==> src/rtl/mem_pkg.sv <==
// Shared MEM-stage definitions: access-size encodings, access-unit FSM states,
// the latched request payload and small size/alignment helpers.
package mem_pkg;

  localparam int unsigned ADDR_W = 32;
  localparam int unsigned DATA_W = 32;
  localparam int unsigned BE_W   = 4;

  // Same encoding the store/load extenders use.
  typedef enum logic [1:0] {
    SIZE_WORD     = 2'b00,
    SIZE_HALF     = 2'b01,
    SIZE_BYTE     = 2'b10,
    SIZE_WORD_ALT = 2'b11
  } mem_size_e;

  typedef enum logic [1:0] {
    ST_IDLE = 2'b00,
    ST_BUS  = 2'b01,
    ST_DONE = 2'b10
  } mau_state_e;

  // Fields of an accepted request still needed after the bus cycle is launched.
  typedef struct packed {
    logic      we;
    mem_size_e size;
    logic [1:0] addr_lo;
  } mem_req_t;

  function automatic mem_size_e size_norm(input logic [1:0] size);
    return (size == SIZE_WORD_ALT) ? SIZE_WORD : mem_size_e'(size);
  endfunction

  function automatic logic [1:0] force_align(input mem_size_e size, input logic [1:0] lo);
    case (size)
      SIZE_BYTE: return lo;
      SIZE_HALF: return {lo[1], 1'b0};
      default:   return 2'b00;
    endcase
  endfunction

  function automatic logic is_misaligned(input mem_size_e size, input logic [1:0] lo);
    case (size)
      SIZE_BYTE: return 1'b0;
      SIZE_HALF: return lo[0];
      default:   return lo != 2'b00;
    endcase
  endfunction

endpackage

==> src/rtl/mem_lane_align.sv <==
// Byte-lane steering between the right-justified MEM-stage view and the
// word-wide little-endian bus: byte enables, store shift, load shift/zero.
module mem_lane_align
  import mem_pkg::*;
(
  input  logic [1:0]        size,
  input  logic [1:0]        addr_lo,
  input  logic [DATA_W-1:0] wdata,
  input  logic [DATA_W-1:0] rdata,
  output logic [BE_W-1:0]   be,
  output logic [DATA_W-1:0] wdata_lane,
  output logic [DATA_W-1:0] rdata_lane
);

  logic [DATA_W-1:0] rdata_shift;

  assign rdata_shift = rdata >> {addr_lo, 3'b000};

  always_comb begin
    be         = 4'b1111;
    wdata_lane = wdata;
    rdata_lane = rdata;
    case (size_norm(size))
      SIZE_HALF: begin
        be         = addr_lo[1] ? 4'b1100 : 4'b0011;
        wdata_lane = wdata << {addr_lo[1], 4'b0000};
        rdata_lane = rdata_shift & 32'h0000_FFFF;
      end
      SIZE_BYTE: begin
        be         = 4'b0001 << addr_lo;
        wdata_lane = wdata << {addr_lo, 3'b000};
        rdata_lane = rdata_shift & 32'h0000_00FF;
      end
      default: ;
    endcase
  end

endmodule

==> src/rtl/mem_access_unit.sv <==
// MEM-stage bus access unit: accepts one load/store, runs a single bus cycle
// with ack timeout, and returns a one-cycle completion pulse.
// Optional build macro MEM_ALIGN_CHECK_EN: fault misaligned half/word accesses
// instead of silently aligning them.
module mem_access_unit
  import mem_pkg::*;
#(
  parameter int unsigned TIMEOUT_CYC = 255
) (
  input  logic        clk,
  input  logic        rst,
  input  logic        Mem_req,
  input  logic        Mem_we,
  input  logic [1:0]  Mem_size,
  input  logic [31:0] Mem_addr,
  input  logic [31:0] Mem_datain,
  output logic        Mem_stall,
  output logic        Mem_done,
  output logic [31:0] Mem_Do,
  output logic        Mem_err,
  output logic        Mem_misalign,
  output logic        bus_req,
  output logic        bus_we,
  output logic [31:0] bus_addr,
  output logic [3:0]  bus_be,
  output logic [31:0] bus_wdata,
  input  logic        bus_ack,
  input  logic [31:0] bus_rdata
);

  localparam int unsigned    CNT_W    = 8;
  localparam logic [CNT_W-1:0] CNT_LAST = CNT_W'(TIMEOUT_CYC - 1);

  mau_state_e        state_q, state_d;
  logic [CNT_W-1:0]  cnt_q, cnt_d;
  mem_req_t          req_q, req_d;

  logic              bus_req_d, bus_we_d;
  logic [31:0]       bus_addr_d, bus_wdata_d;
  logic [3:0]        bus_be_d;
  logic              done_d, err_d, misalign_d;
  logic [31:0]       do_d;

  mem_size_e         idle_size;
  logic [1:0]        idle_lo;
  logic              misalign_c;
  logic [1:0]        lane_size;
  logic [1:0]        lane_lo;
  logic [3:0]        lane_be;
  logic [31:0]       lane_wdata, lane_rdata;

  // Alignment policy applied to the incoming request before lane steering.
  always_comb begin
    idle_size = size_norm(Mem_size);
`ifdef MEM_ALIGN_CHECK_EN
    idle_lo    = Mem_addr[1:0];
    misalign_c = is_misaligned(idle_size, Mem_addr[1:0]);
`else
    idle_lo    = force_align(idle_size, Mem_addr[1:0]);
    misalign_c = 1'b0;
`endif
  end

  // Live request steers lanes while idle; the latched request does afterwards.
  assign lane_size = (state_q == ST_IDLE) ? idle_size : req_q.size;
  assign lane_lo   = (state_q == ST_IDLE) ? idle_lo   : req_q.addr_lo;

  mem_lane_align u_lane (
    .size       (lane_size),
    .addr_lo    (lane_lo),
    .wdata      (Mem_datain),
    .rdata      (bus_rdata),
    .be         (lane_be),
    .wdata_lane (lane_wdata),
    .rdata_lane (lane_rdata)
  );

  assign Mem_stall = ((state_q == ST_IDLE) && Mem_req) || (state_q == ST_BUS);

  always_ff @(posedge clk) begin
    if (rst) state_q <= ST_IDLE;
    else     state_q <= state_d;
  end

  // Next state and next values of every registered output.
  always_comb begin
    state_d     = state_q;
    cnt_d       = cnt_q;
    req_d       = req_q;
    bus_req_d   = bus_req;
    bus_we_d    = bus_we;
    bus_addr_d  = bus_addr;
    bus_be_d    = bus_be;
    bus_wdata_d = bus_wdata;
    done_d      = 1'b0;
    err_d       = 1'b0;
    misalign_d  = 1'b0;
    do_d        = Mem_Do;

    case (state_q)
      ST_IDLE: begin
        if (Mem_req) begin
          req_d = '{we: Mem_we, size: idle_size, addr_lo: idle_lo};
          if (misalign_c) begin
            state_d    = ST_DONE;
            done_d     = 1'b1;
            misalign_d = 1'b1;
            do_d       = '0;
          end else begin
            state_d     = ST_BUS;
            cnt_d       = '0;
            bus_req_d   = 1'b1;
            bus_we_d    = Mem_we;
            bus_addr_d  = {Mem_addr[31:2], 2'b00};
            bus_be_d    = lane_be;
            bus_wdata_d = lane_wdata;
          end
        end
      end
      ST_BUS: begin
        // Ack wins over a timeout landing in the same cycle.
        if (bus_ack) begin
          state_d   = ST_DONE;
          bus_req_d = 1'b0;
          done_d    = 1'b1;
          do_d      = req_q.we ? '0 : lane_rdata;
        end else if (cnt_q == CNT_LAST) begin
          state_d   = ST_DONE;
          bus_req_d = 1'b0;
          done_d    = 1'b1;
          err_d     = 1'b1;
          do_d      = '0;
        end else begin
          cnt_d = cnt_q + CNT_W'(1);
        end
      end
      ST_DONE: state_d = ST_IDLE;
      default: state_d = ST_IDLE;
    endcase
  end

  always_ff @(posedge clk) begin
    if (rst) begin
      cnt_q        <= '0;
      req_q        <= '0;
      bus_req      <= 1'b0;
      bus_we       <= 1'b0;
      bus_addr     <= '0;
      bus_be       <= '0;
      bus_wdata    <= '0;
      Mem_done     <= 1'b0;
      Mem_err      <= 1'b0;
      Mem_misalign <= 1'b0;
      Mem_Do       <= '0;
    end else begin
      cnt_q        <= cnt_d;
      req_q        <= req_d;
      bus_req      <= bus_req_d;
      bus_we       <= bus_we_d;
      bus_addr     <= bus_addr_d;
      bus_be       <= bus_be_d;
      bus_wdata    <= bus_wdata_d;
      Mem_done     <= done_d;
      Mem_err      <= err_d;
      Mem_misalign <= misalign_d;
      Mem_Do       <= do_d;
    end
  end

endmodule

==> config.mk <==
export PLATFORM = sky130hd
export DESIGN_NAME = mem_access_unit
export DESIGN_NICKNAME = d
export VERILOG_FILES = /design/src/rtl/mem_pkg.sv /design/src/rtl/mem_lane_align.sv /design/src/rtl/mem_access_unit.sv
export SDC_FILE = /design/constraint.sdc
export NUM_CORES = 1
export LEC_CHECK = 0
export ABC_AREA = 1
export CORE_MARGIN = 5
export CORE_UTILIZATION = 42
export CTS_CLUSTER_SIZE = 24
export DETAILED_ROUTE_END_ITERATION = 10
export PLACE_DENSITY = 0.77
export SLEW_MARGIN = 20
export SYNTH_ARGS = -nofsm -noshare
export SYNTH_HDL_FRONTEND = slang
export SYNTH_HIERARCHICAL = 1
export SYNTH_SLANG_ARGS = --single-unit
==> constraint.sdc <==
create_clock -name clk -period 2.2 [get_ports clk]
set_input_delay 0.44 -clock clk [delete_from_list [all_inputs] [get_ports clk]]
set_output_delay 0.44 -clock clk [all_outputs]
set_load 0.02 [all_outputs]
---- Word level (Yosys, flattened, before mapping) ----
Index checks and enable logic that the tools add are counted.
word-level totals
  bits in registers ....................... 116
  output and inout port bits .............. 106
  logic and storage cells ................. 68
  input port bits ......................... 103
cells by class
  shifts and indexed selects .............. 4
  bitwise operators ....................... 1
  equal/unequal tests ..................... 12
  reduce and logical (&&, ||, !) cells .... 12
  add/subtract/negate cells ............... 1
  mux-type cells .......................... 26
operator list
  cell                 number
  $pmux 32 s2          2
  $mux 32              3
  $shl 32x5->32        2
  $shr 32x5->16        1
  $mux 8               3
  $pmux 8 s2           1
  $mux 2               7
  $add 8x1->8 const B  1
  $eq 2x2->1 const B   4
  $eq 8x8->1 const B   1
  $pmux 2 s2           2
  $pmux 4 s2           1
  $eq 2x1->1 const B   3
  $ne 2x2->1 const B   3
  $reduce_and 2->1     3
  $mux 1               5
  $mux 4               1
  $reduce_and 4->1     1
  $reduce_bool 2->1    2
  $shl 1x2->4 const A  1
  $ne 3x2->1 const B   1
  $reduce_and 3->1     1
  $reduce_or 3->1      1
  $logic_not 2->1      1
  5 further kinds      5

---- Longest topological paths before layout ----
Gate-level depths: netlist of the first run.
  depth after elaboration ................. 9
  gate-level depth with buffers ........... 17
  gate-level depth less buffers ........... 15

---- Hierarchy ----
The synthesis of the first run kept the hierarchy.
modules (own cells, without submodules)
  module           cells an instance  times used  area an instance (µm²)  sequential area each (µm²)
  mem_access_unit  582                1           4644.5                  2322.2
  mem_lane_align   389                1           1667.8                  0.0

---- Worst setup path before layout of the first run ----
No wires, ideal clock.
  path type ............................... input port to flip-flop
  start ................................... input Mem_size[1]
  end ..................................... register Mem_Do[12]
  slack ................................... 57 ps
  stages on the path ...................... 12
  data required time ...................... 2134 ps
  setup time .............................. 66 ps
  buffers on the path ..................... 1
  data arrival time ....................... 2077 ps
  cells stage by stage .................... inv_1 > ha_1 > nand2_1 > o21ai_0 > inv_1 > ha_1 > buf_6 > nor2_1 > nand2_1 > nand2_1 > nand4_1 > a21oi_2
between the ends
  cells in the longest elaborated chain, start to end .. 9
  elaborated cells between the ends (all ways) .. 15
  classes of those cells .................. 6 x eq/ne; 1 x shift; 8 x mux
ends and longest elaborated chain
  item                                      line                    source
  start: declaration                        mem_access_unit.sv:14   input logic [1:0] Mem_size,
  $eq 2x2->1 (*)                            mem_pkg.sv:31           return (size == SIZE_WORD_ALT) ? SIZE_WORD : mem_size_e'(size);
  $mux 2 (*)                                mem_pkg.sv:31
  via idle_size[0]                          mem_access_unit.sv:44   mem_size_e idle_size;
  $mux 2 (*)                                mem_access_unit.sv:65   assign lane_size = (state_q == ST_IDLE) ? idle_size : req_q.size;
  via lane_size[0]                          mem_access_unit.sv:47   logic [1:0] lane_size;
  $eq 2x2->1                                mem_pkg.sv:31
  $mux 2 (*)                                mem_pkg.sv:31
  $eq 2x2->1 or $eq 2x1->1 (tied branches)  mem_lane_align.sv:23    case (size_norm(size))
  $pmux 32 s2 (*)                           mem_lane_align.sv:23
  via lane_rdata[12]                        mem_access_unit.sv:50   logic [31:0] lane_wdata, lane_rdata;
  $mux 32 (*)                               mem_access_unit.sv:126  do_d = req_q.we ? '0 : lane_rdata;
  $mux 32 (*)                               mem_access_unit.sv:122  if (bus_ack) begin
  end signal: assignment                    mem_access_unit.sv:166  Mem_Do <= do_d;
  end: declaration                          mem_access_unit.sv:19   output logic [31:0] Mem_Do,
Mark *: on every way through the listed nets, which the timed path passes. The rest lies on a longest branch.
A chain may end at the register's enable or synchronous reset.

---- Final worst setup path of the first run ----
  start ................................... register state_q[0]
  end ..................................... register bus_wdata[30]
between the ends
  cells in the longest elaborated chain, start to end .. 6
  elaborated cells between the ends (all ways) .. 11
  classes of those cells .................. 3 x eq/ne; 2 x shift; 4 x mux; 2 x reduce/logical
ends and longest elaborated chain
  item                                      line                    source
  start: declaration                        mem_access_unit.sv:34   mau_state_e state_q, state_d;
  start signal: assignment                  mem_access_unit.sv:82   else state_q <= state_d;
  $logic_not 2->1 (*)                       mem_access_unit.sv:65
  $mux 2 (*)                                mem_access_unit.sv:65
  via lane_size[1]                          mem_access_unit.sv:47
  $eq 2x2->1                                mem_pkg.sv:31
  $mux 2 (*)                                mem_pkg.sv:31
  $eq 2x2->1 or $eq 2x1->1 (tied branches)  mem_lane_align.sv:23
  $pmux 32 s2 (*)                           mem_lane_align.sv:23
  via lane_wdata[30]                        mem_access_unit.sv:50
  end signal: assignment                    mem_access_unit.sv:162  bus_wdata <= bus_wdata_d;
  end: declaration                          mem_access_unit.sv:26   output logic [31:0] bus_wdata,
Marked as above.

==> results of run 1 <==
## cell type report
type	instances	area (um^2)
clock buffers	18	439.2
well taps	184	230.2
flip-flops and latches	116	2323
inverters	70	275.3
fillers	1246	5134
multi-input cells	727	3445
clock inverters	14	249.0
diodes	1	2.502
repair buffers	252	2546
## sequential cells by signal, indices dropped and copies added (netlist names)
register   count
Mem_Do        32
bus_wdata     32
bus_addr      30
cnt_q          8
req_q          5
bus_be         4
state_q        2
Mem_done       1
Mem_err        1
bus_req        1
## how the worst max path moves through the flow
stage	end	slack, ns	cells after the start
finish	bus_wdata[30]	0.13	12
global route	bus_wdata[30]	-0.007	11
CTS	Mem_stall	0.02	3
detailed placement	bus_wdata[29]	-0.61	12
global placement	bus_wdata[28]	-0.52	13
floorplan	Mem_Do[12]	0.06	12
## synthesized netlist by cell type (all sizes together)
cell    instances
a21oi          51
buf            36
clkbuf         25
conb            1
dfxtp         116
ha              9
inv            70
nand2         302
nand3          51
nand3b          3
nand4          33
nor2          184
nor3            3
o211ai          1
o21ai          85
o21bai          1
## worst reg2reg max path: cells and delay by family, from the launching register on
family          cells  cell delay [ns]
compound gates      2             0.17
fa+ha+maj           1             0.13
buf+inv             2             0.42
flops               1             0.33
simple gates        7             0.94
## power by group through the flow
stage	Combinational (uW)	Sequential (uW)	Clock [uW]
after floorplan	782	2550	0
after global placement	1670	2390	0
after detailed placement	1680	2390	0
after CTS	1710	2350	3280
after global routing	1910	2360	3360
final	1760	2350	3230
## through the flow
| stage | setup TNS, ns | instance area [um^2] | std cells | power [uW] |
|---|---|---|---|---|
| global placement | -30.45 | 8636 | 1340 | 4050 |
| CTS | 0 | 9410 | 1375 | 7334 |
| floorplan | 0 | 6320 | 973 | 3329 |
| global route | -0.007168 | 9510 | 1382 | 7636 |
| finish | 0 | 9510 | 1382 | 7336 |
| detailed placement | -35.42 | 8636 | 1340 | 4067 |
## kinds of logic after synthesis
logic type / Yosys count
AO/OA/AOI/OAI: 138
adder cells (fa/ha/maj): 9
buffers and inverters: 131
other: 1
flip-flops: 116
AND/OR/NAND/NOR: 576
## per-layer routing
metal  vias up  part of all wire (%)  GRT usage, %  wire length, um
met5         -                     0             0                0
met4         0                   3.5         9.815              731
met3        53                   6.5         5.923             1361
met2       275                    48         37.58            10190
met1      3168                    42         28.31             8744
li1       3518                     -             -                -
## repair_timing
| item | in CTS | in global routing |
|---|---|---|
| pin swaps | 5 | 8 |
| cloned | 1 | 2 |
| resized for setup | 17 | 23 |
| buffers inserted | 2 | 4 |
| endpoints found under the setup margin | 67 | 46 |
| hold buffers | 0 | 0 |
==> summary.txt, run 1 <==
Min path
  • Cells on Worst Hold Path: 2
  • Hold Path Class: in2reg
  • Hold_sp: rst
  • WHS Endpoint: state_q[1]

Synth
  • Synth area leader: dfxtp_1
  • Synth Instances: 971
  • Mean Syn Cell Area: approximately 6.5 um^2
  • Largest cells by area after synthesis: dfxtp_1 (37%), nand2_1 (16%), nor2_1 (10%)
  • Simple-Gate Fraction of Synth Area: 39.54%
  • Post-synthesis mux area share: 0%
  • Adder-Cell Fraction of Synth Area: 1.784%
  • Cell variety after synth: 30
  • Main combinational cell family by area after synthesis: simple AND/OR/NAND/NOR gates
  • #FFs+latches synth: 116
  • Ys Warns: 6
  • Compound-Gate Fraction of Synth Area: 11.67%
  • Synth top area share: between 30% and 40%
  • Mapped Area: 6312 um^2
  • Sequential area share after synthesis: a little under two fifths
  • Post-synthesis xor/xnor area fraction: 0%

Detailed routing
  • Via Count: between 7000 and 8000
  • Total Wirelength: around 21 mm
  • Post-route ant nets: 0
  • Residual DRC: 0
  • Routed len/inst: around 15 um
  • Initial DRC count: between 600 and 700
  • Vias per cell: 5.075
  • 1st-pass router iterations: 5

Floorplanning
  • Die W: 132.6 um
  • Core ar.: 14640 um^2
  • Die outline height: 132.6 um
  • Row Count: between 40 and 50
  • Die footprint: 17580 um^2
  • Initial Utilization: 43.10%
  • IO Pins: 209

Critical path
  • Setup crit end kind: flop
  • R2R setup slack: 0.13 ns
  • Worst r2r src: state_q[0]
  • Critical Path AT: 2.42 ns
  • Setup CP Type: reg2reg
  • Crit path from: state_q[0]
  • Crit Reg-Reg Endpoint: bus_wdata[30]
  • Crit path cell chain: nor2_4, nand2_2, o21ai_4, buf_6, ha_4, nand2_2, bufbuf_16, nor3_4, nand2_1, nand3_1, o21ai_0, nor2_1
  • CP startpoint kind: flop
  • Critical path fanouts, max: 10
  • Worst path max stage delay: around 0.33 ns
  • Crit-path most repeated cell: nand2_2
  • Top delay family on crit path: simple AND/OR/NAND/NOR gates
  • Worst EP required: 2.55 ns
  • FF-to-FF path depth: 12
  • Critical path's slowest cell: dfxtp_2
  • CP Buf/Inv Count: 2

Power
  • Int Pwr: around 5200 uW
  • PwrDens: 771.4 nW/um^2
  • Sw Share: between 20% and 30%
  • Flop pwr share: 32.0%
  • Lkg Pwr: approximately 0.0042 uW
  • Max VDD drop: around 0.52 mV
  • Clock power frac: 44.0%
  • Comb pwr share: 24.0%
  • Reported net switching power: 2130 uW

Clock network
  • CTS Buf Count: 17
  • H-tree levels: 4
  • Worst-path clk slew: around 0.060 ns
  • CTS root buffer: clkbuf_16
  • CTS max path bufs: 2
  • Sink Count: about 120
  • Clk_lat worst skew: 0.42 ns
  • CTS tree: yes

Finish
  • Commonest cells after routing, fill and taps aside: nand2_1 (260), clkdlybuf4s50_1 (201), nor2_1 (171)
  • Most common cell after layout, fill and taps aside: nand2_1
  • P&R area growth vs syn: 50.66%
  • Nets@finish: 1296
  • Fraction of layout cells with a size suffix above 1: between 10% and 20%
  • Finished Core Util: 64.94%

GRT
  • Vias in the first global route: 6375
  • Global-route wire length before repair: 32.86 mm
  • Initial antenna violation count: 1
  • Total track usage: 22.84%
  • Largest net degree at the start of global routing: 76
  • Total grt overflow: 0

STA
  • Fmax achieved: 483.7 MHz
  • Final hold vios: 0
  • Setup violators final: 0
  • Setup ws final: 0.1326 ns
  • Slew headroom: 61.64%
  • Hold Worst Slack: about 0.4 ns
  • Period utilization: 93.97%
  • Max Slew Vio Count: 0
  • Clock skew: slightly above 0.01 ns
  • Worst Tran Pin Value: 0.5749 ns
  • Min cycle time layout: 2.067 ns

Status
  • Outcome: finished clean

Placement
  • Port Buf Inserts: 205
  • Worst-case setup slack after placement: -0.6109 ns
  • GP Congestion: 0.9439
  • Hpwl dp: ~15 mm

Flow run
  • Max cap viols: 0
Power figures use the tool's default switching activity.
==> run 2: changes to the inputs <==
PLACE_DENSITY = default   (was 0.77)
PLACE_DENSITY_LB_ADDON = 0.05   (was default)
RECOVER_POWER = 100   (was default)
==> run 2 against run 1 <==
  * Clock power decreased by 17%
  * Final area decreased by 2.3%
  * Cell count increased by 0.29%
  * Register-to-register slack improved by 0.08 ns
==> summary.txt, run 2 (synthesis gave the netlist of run 1 again) <==
Clock network
  • CTS max path bufs: 2 (unchanged)
  • CTS tree: yes
  • CTS root buffer: clkbuf_16
  • # hold bufs at CTS: 0 (unchanged)
  • H-tree levels: 4 (unchanged)
  • CTS Buf Count: 17 (unchanged)
  • Worst-path clk slew: 0.06 ns (about the same)
  • Sink Count: 116 (unchanged)
  • Clk_lat worst skew: 0.41 ns (about the same)

Finish
  • Post-layout instance area: 9293 um^2 (-2.3%)
  • Commonest cells after routing, fill and taps aside: nand2_1 (265), nor2_1 (175), dfxtp_1 (116)
  • Top flop regs: Mem_Do: 32 flops, bus_wdata: 32 flops, bus_addr: 30 flops
  • Nets@finish: 1301 (+0.39%)
  • Most common cell after layout, fill and taps aside: nand2_1
  • P&R area growth vs syn: 47.22%
  • Final Instance Count excl. Fillers: 1386 (+0.29%)
  • Finished Core Util: 63.46% (-1.5 points)
  • Number of diodes: 0 (-1)
  • Fraction of layout cells with a size suffix above 1: 12.40% (-1.5 points)

Floorplanning
  • Initial Utilization: 43.10% (unchanged)
  • Die W: 132.6 um (unchanged)
  • IO Pins: 209 (unchanged)
  • Core ar.: 14640 um^2 (unchanged)
  • Row Count: 44 (unchanged)
  • Die footprint: 17580 um^2 (unchanged)
  • Die outline height: 132.6 um (unchanged)

Critical path
  • R2R setup slack: 0.21 ns (+0.08 ns)
  • Worst r2r src: state_q[0]
  • Crit path from: Mem_size[1]
  • Critical path fanouts, max: 6 (-4)
  • CP Capture Point: Mem_Do[13]
  • Crit Reg-Reg Endpoint: Mem_Do[5]
  • FF-to-FF path depth: 16 (+4)
  • Worst EP required: 2.54 ns (about the same)
  • Critical Path AT: 2.37 ns (-0.05 ns)
  • Setup crit end kind: flop
  • Setup CP Type: in2reg
  • CP startpoint kind: primary input

Placement
  • Hpwl dp: 14.66 mm (-1.8%)
  • Port Buf Inserts: 205 (unchanged)
  • Inst Count DP: 1349 (+0.67%)
  • GP Congestion: 0.9136 (-3.2%)
  • Post-DP Area: 8678 um^2 (+0.49%)

Detailed routing
  • Residual DRC: 0 (unchanged)
  • Total Wirelength: 20.45 mm (-2.8%)
  • Routed len/inst: 14.75 um (-3.0%)
  • Via Count: 6851 (-2.3%)
  • 1st-pass router iterations: 5 (unchanged)
  • Vias per cell: 4.943 (-2.6%)
  • Initial DRC count: 459 (-32%)
  • Post-route ant nets: 0 (unchanged)

GRT
  • Initial antenna violation count: 0 (-1)
  • Met1 usage: 30.19% (+1.9 points)
  • Met3 GRT Util: 6.112% (+0.19 points)
  • Total grt overflow: 0 (unchanged)
  • Total track usage: 22.41% (-0.43 points)
  • Largest net degree at the start of global routing: 83 (+9.2%)
  • M2 GR Usage: 35.93% (-1.6 points)
  • Global-route wire length before repair: 32.49 mm (-1.1%)
  • Vias in the first global route: 6335 (-0.63%)
  • GR peak layer: met2

STA
  • Min cycle time layout: 2.029 ns (-0.03868 ns)
  • Clock skew: 0.008039 ns (-0.002329 ns)
  • Setup violators final: 0 (unchanged)
  • Hold Worst Slack: 0.3222 ns (-0.06615 ns)
  • Worst Tran Pin Value: 0.5693 ns (-0.005609 ns)
  • Max Slew Vio Count: 0 (unchanged)
  • Period utilization: 92.22% (-1.8 points)
  • Final TNS setup: 0 ns (unchanged)
  • Slew headroom: 62.01% (+0.37 points)
  • RSZ-0062 raised after global routing: false
  • Final hold vios: 0 (unchanged)
  • Fmax achieved: 492.9 MHz (+1.9%)

Power
  • PwrDens: 718.9 nW/um^2 (-6.8%)
  • Lkg Pwr: 0.004391 uW (+4.3%)
  • Max VDD drop: 0.5204 mV (-0.30%)

Flow run
  • Max cap viols: 0 (unchanged)

Status
  • Outcome: finished clean

Min path
  • Hold Path Class: in2reg
## run 2: changes by cell type in the layout (fill, tap and decap cells not counted), moves of 5 or more
cell,before,now
nand2_1,260,265
nand2_2,37,32
dlygate4sd3_1,0,102
clkdlybuf4s50_1,201,99
buf_4,32,37
clkbuf_1,0,6
## run 2: metal layers
layer	vias up	share of wire [%]
met5	-	0
met4	0	1.1
met3	18	6.6
met2	228	46
met1	3085	46
li1	3520	-
## run 2: critical path, cell delays in order
cell and delay (ns):
dlygate4sd2_1 0.24, inv_1 0.07, buf_4 0.12, ha_1 0.18, o211ai_1 0.25, o21ai_2 0.14, buf_6 0.16, buf_4 0.13
nor2_4 0.13, nand2_1 0.06, nand2_1 0.07, nand2_1 0.05, nand2_1 0.05, nand4_1 0.11, a21oi_2 0.15
## run 2: final cells by class
| type | count | area, um^2 |
|---|---|---|
| clock buffer | 23 | 467.9 |
| clock inverter | 9 | 103.9 |
| fill | 1392 | 5351 |
| inverter | 70 | 272.8 |
| multi-input combinational | 728 | 3392 |
| sequential | 116 | 2322 |
| tap | 184 | 230.2 |
| timing repair buffer | 256 | 2504 |
## run 2: stage by stage
stage	total power [uW]	worst slack [ns]
after global routing	7003	0.006846
after detailed placement	4077	-0.6235
after global placement	4067	-0.5684
after floorplan	3329	0.05667
final	6680	0.1712
after CTS	6795	0.1554
## run 2: where the power goes
group	switching (uW)	leakage (uW)	internal (uW)
sequential	82.2	0.000954	2260
clock	955	0.000277	1720
combinational	959	0.00316	708
## run 2: worst min-delay path by stage
stage	start	end	slack (ns)	cells past startpoint
floorplan	req_q[2]	req_q[2]	0.42	2
global placement	req_q[3]	req_q[3]	0.44	2
detailed placement	req_q[3]	req_q[3]	0.45	2
CTS	rst	cnt_q[3]	0.32	2
global route	rst	cnt_q[2]	0.32	2
finish	rst	cnt_q[3]	0.32	2
## run 2: what timing repair did
| item | CTS | global route |
|---|---|---|
| setup endpoints to repair | 68 | 52 |
| buffers inserted | 1 | 2 |
| gates cloned | 2 | 0 |
| gates resized for setup | 20 | 16 |
| pin swaps | 7 | 3 |
| hold endpoints to repair | 0 | 0 |
